## src/rtl/ram.sv

```systemverilog
// Single-port word memory: synchronous write, combinational read, byte addressing.
// Flags out-of-range and misaligned accesses; async reset clears the whole array.
module ram #(
    parameter int unsigned MEM_SIZE = 128
) (
    input  logic        clk,
    input  logic        rst_n,
    input  logic [31:0] addr,
    input  logic        we,
    input  logic [31:0] data_in,
    output logic [31:0] data_out,
    output logic        addr_err,
    output logic        misaligned
);

    localparam int unsigned WORDS = MEM_SIZE / 4;
    localparam int unsigned IDX_W = (WORDS > 1) ? $clog2(WORDS) : 1;

    logic [31:0]      mem [WORDS];
    logic [29:0]      word_idx;
    logic [IDX_W-1:0] slot;

    // Full 30-bit word index is range-checked so high addresses never alias low words.
    assign word_idx   = addr[31:2];
    assign slot       = word_idx[IDX_W-1:0];
    assign addr_err   = (word_idx >= 30'(WORDS));
    assign misaligned = |addr[1:0];

    assign data_out = addr_err ? 32'h0 : mem[slot];

    // Storage: cleared asynchronously, written on the rising edge when in range.
    always_ff @(posedge clk or negedge rst_n) begin
        if (!rst_n) begin
            for (int unsigned i = 0; i < WORDS; i++) begin
                mem[i] <= 32'h0;
            end
        end else if (we && !addr_err) begin
            mem[slot] <= data_in;
        end
    end

endmodule

```

## config.mk

```make
export PLATFORM = sky130hd
export DESIGN_NAME = ram
export DESIGN_NICKNAME = d
export VERILOG_FILES = /design/src/rtl/ram.sv
export SDC_FILE = /design/constraint.sdc
export NUM_CORES = 2
export LEC_CHECK = 0
export CORE_ASPECT_RATIO = 0.5
export CORE_MARGIN = 10
export CORE_UTILIZATION = 50
export DETAILED_ROUTE_END_ITERATION = 12
export DONT_BUFFER_PORTS = 1
export MAX_ROUTING_LAYER = met4
export PLACE_DENSITY = 0.76
export SLEW_MARGIN = 40
export SYNTH_ARGS = -nofsm -noshare
export SYNTH_HDL_FRONTEND = slang
export SYNTH_SLANG_ARGS = --single-unit
```

## constraint.sdc

```tcl
create_clock -name clk -period 4.2 [get_ports clk]
set_clock_uncertainty 0.1 [all_clocks]
set_input_delay 1.26 -clock clk [delete_from_list [all_inputs] [get_ports clk]]
set_output_delay 1.26 -clock clk [all_outputs]
set_load 0.01 [all_outputs]
```

==> out/metrics.yaml <==
grt_use_total: 0.237
ctsHtreeMaxLevel: 3
synth.distinct_cells: 38
fin_area_mm2: 0.0537
synth_area_leaders: "dfrtp_1, mux2_2, mux2i_1, mux4_2, a22oi_1"
ir_worst_vdd_mv: 0.249
rsz0062_at_grt: "yes"
port-buffer-count: 0
power.leakage_nw: 26.4
grt_pass1_vias: 29400
ys_seq_area_frac: 0.540
syn_to_final_growth_pct: 13.0
synth_nets: 3280
drt_iter0_drc: 2399
synthesis.instances: 3213
slew_headroom: -0.0681
dpl.cell_count: 4332
reg.largest.list: "mem x1024"
n_antenna_cell: 0
gr-total-overflow: 0
regMostFlops: "mem"
core.rowCount: 79
numCtsBuffers: 94
cts_tree: "done"
cp.arrival_ps: 3550
hold_viol_final: 0
setup_violations: 29
vias_per_cell: 6.33
hold_buffers: 0
synth_seq_cells: 1024
die_area_mm2: 0.108
critical_path_class: "in -> out"
grt_max_degree: 1025
io-pin-count: 101
dp_hpwl_um: 74200
die_h_um: 238
nets: 3259
clkSinkCount: 1024
drive_above_1_share: 0.443
yosys_most_used_dff: "dfrtp_1"
path_buf_inv: 1
cp_slowest_cell: "mux2i_1"
dieWidth_um: 456
gp_congestion: 0.822
powerDensity_mw_per_mm2: 360
worst_pin_slew_ps: 1600
grt_pass1_wl_um: 192000
wl_per_cell_um: 28.5
timing.fmax_mhz: 204
fin_ws_ps: -705
crit_path_cell_trace: "mux2i_1 > a22o_1 > a221o_1 > a2111oi_4 > buf_4"
drv_cap: 0
antenna_found_initial: 2
drt_wl_total_um: 129000
avgSynthCellArea_um2: 14.8
crit_path_start_kind: "input port"
place_area_mm2: 0.0497
startpoint: "addr[3]"
synthTopCellsByCount: "dfrtp_1, mux2_2, mux2i_1, a22oi_1, clkbuf_1"
start_util: 0.507
yosys_warnings: 0
cp_top_family: "compound AO/OA/AOI/OAI gates"
yosysMostFrequentCell: "dfrtp_1"
cp_slowest_stage_delay_ps: 390
largest_reg_flops: 1024
fill_cells: 7033
root_buffer: "clkbuf_16"
syn_area_mm2: 0.0475
insertion_delay_ps: 660
synth_edf_count: 0
outcome: "complete, but fails checks"
crit_path_end_kind: "output port"
crit_path_max_fanout: 432
yosys.area.top_type: "dfrtp_1"
cp.required_ps: 2840
cts_buffer_depth: 3
ys_async_sr_fraction: 1.00
violations: "slew limit, setup timing"
r2r-start: "mem[53]"
yosysTopAreaCellShare: 0.540
fin_setup_tns_ps: -12070
vias: 28600
antenna_left: 0
final_cells: 4522
drc: 0
clk_pin_slew_ps: 70
slew_viol_final: 74
hold_class: "in -> async"
timing.final.crit_share: 1.17
finalCriticalPeriod_ps: 4910
core_mm2: 0.0936
firstDrtPassIters: 7
## metrics by stage
stage          utilization  total power, mW  hold slack, ps  worst slack [ps]
2_1_floorplan            -             10.5             352             -36.2
3_3_place_gp         0.531             10.4             362              -232
3_5_place_dp         0.531             10.4             372              -249
4_1_cts              0.569             19.2             202             -37.0
5_1_grt              0.573             19.9             159              -132
6_report             0.573             19.3             183              -705
## final timing paths
kind | depth (start not counted) | slack [ps] | endpoint
worst max-delay path | 5 | -710 | data_out[22]
max in group asynchronous | 4 | 1210 | mem[525]
worst max register to register | 1 | 3290 | mem[53]
worst min register to register | 1 | 380 | mem[634]
min in group clk | 1 | 380 | mem[634]
worst min-delay path | 0 | 180 | mem[808]
## cell type report
class,instances,area [um2],share of cell area
flip-flops and latches,1024,25600,0.477
well taps,1255,1570,0.0293
repair buffers,199,2420,0.0451
clock buffers,138,2760,0.0515
multi-input cells,1873,20900,0.389
clock inverters,33,398,0.00741
## where the power goes
group,internal (mW),switching (mW)
Clock,5.06,3.77
Combinational,0.260,0.385
Sequential,9.86,0.000000146
Total,15.2,4.15
## cells in the final DEF, fill, tap and decap left out, types with 9 or more instances in the layout
master,synthesis,layout
mux2_2,926,926
nor4_2,2,11
buf_6,12,9
clkbuf_16,0,99
clkbuf_8,0,16
nor4_4,30,39
nand4_1,33,33
dfrtp_1,1024,1024
clkbuf_1,145,24
mux4_2,76,76
buf_12,0,57
mux2i_1,374,373
clkinv_2,0,17
a2111oi_4,0,16
mux2_1,98,98
o22ai_1,16,16
nand2_1,48,47
a22oi_1,168,163
buf_4,82,124
## routing by layer
metal | up-vias | part of all wire | global-route usage
met5 | - | 0 | -
met4 | 0 | 0.037 | 0.0811
met3 | 294 | 0.079 | 0.0468
met2 | 988 | 0.46 | 0.357
met1 | 15500 | 0.43 | 0.322
li1 | 11900 | - | -
## kinds of logic (layout without fill, tap and decap cells)
| group | Yosys count | after routing | synth area share |
|---|---|---|---|
| AOI/OAI and AO/OA | 224 | 224 | 0.0362 |
| muxes | 1474 | 1474 | 0.358 |
| and+or+nand+nor | 175 | 175 | 0.0312 |
| DFF | 1024 | 1024 | 0.540 |
| buffers and inverters | 316 | 370 | 0.0353 |
## repair_timing
| item | CTS | global route |
|---|---|---|
| gates cloned | 1 | 1 |
| setup buffers | 4 | 7 |
| resized for setup | 34 | 21 |
| pin swaps | 12 | 17 |
| endpoints found under the hold margin | 0 | 0 |
| endpoints found under the setup margin | 30 | 29 |
Note: power is estimated with default switching activity, not from simulation.
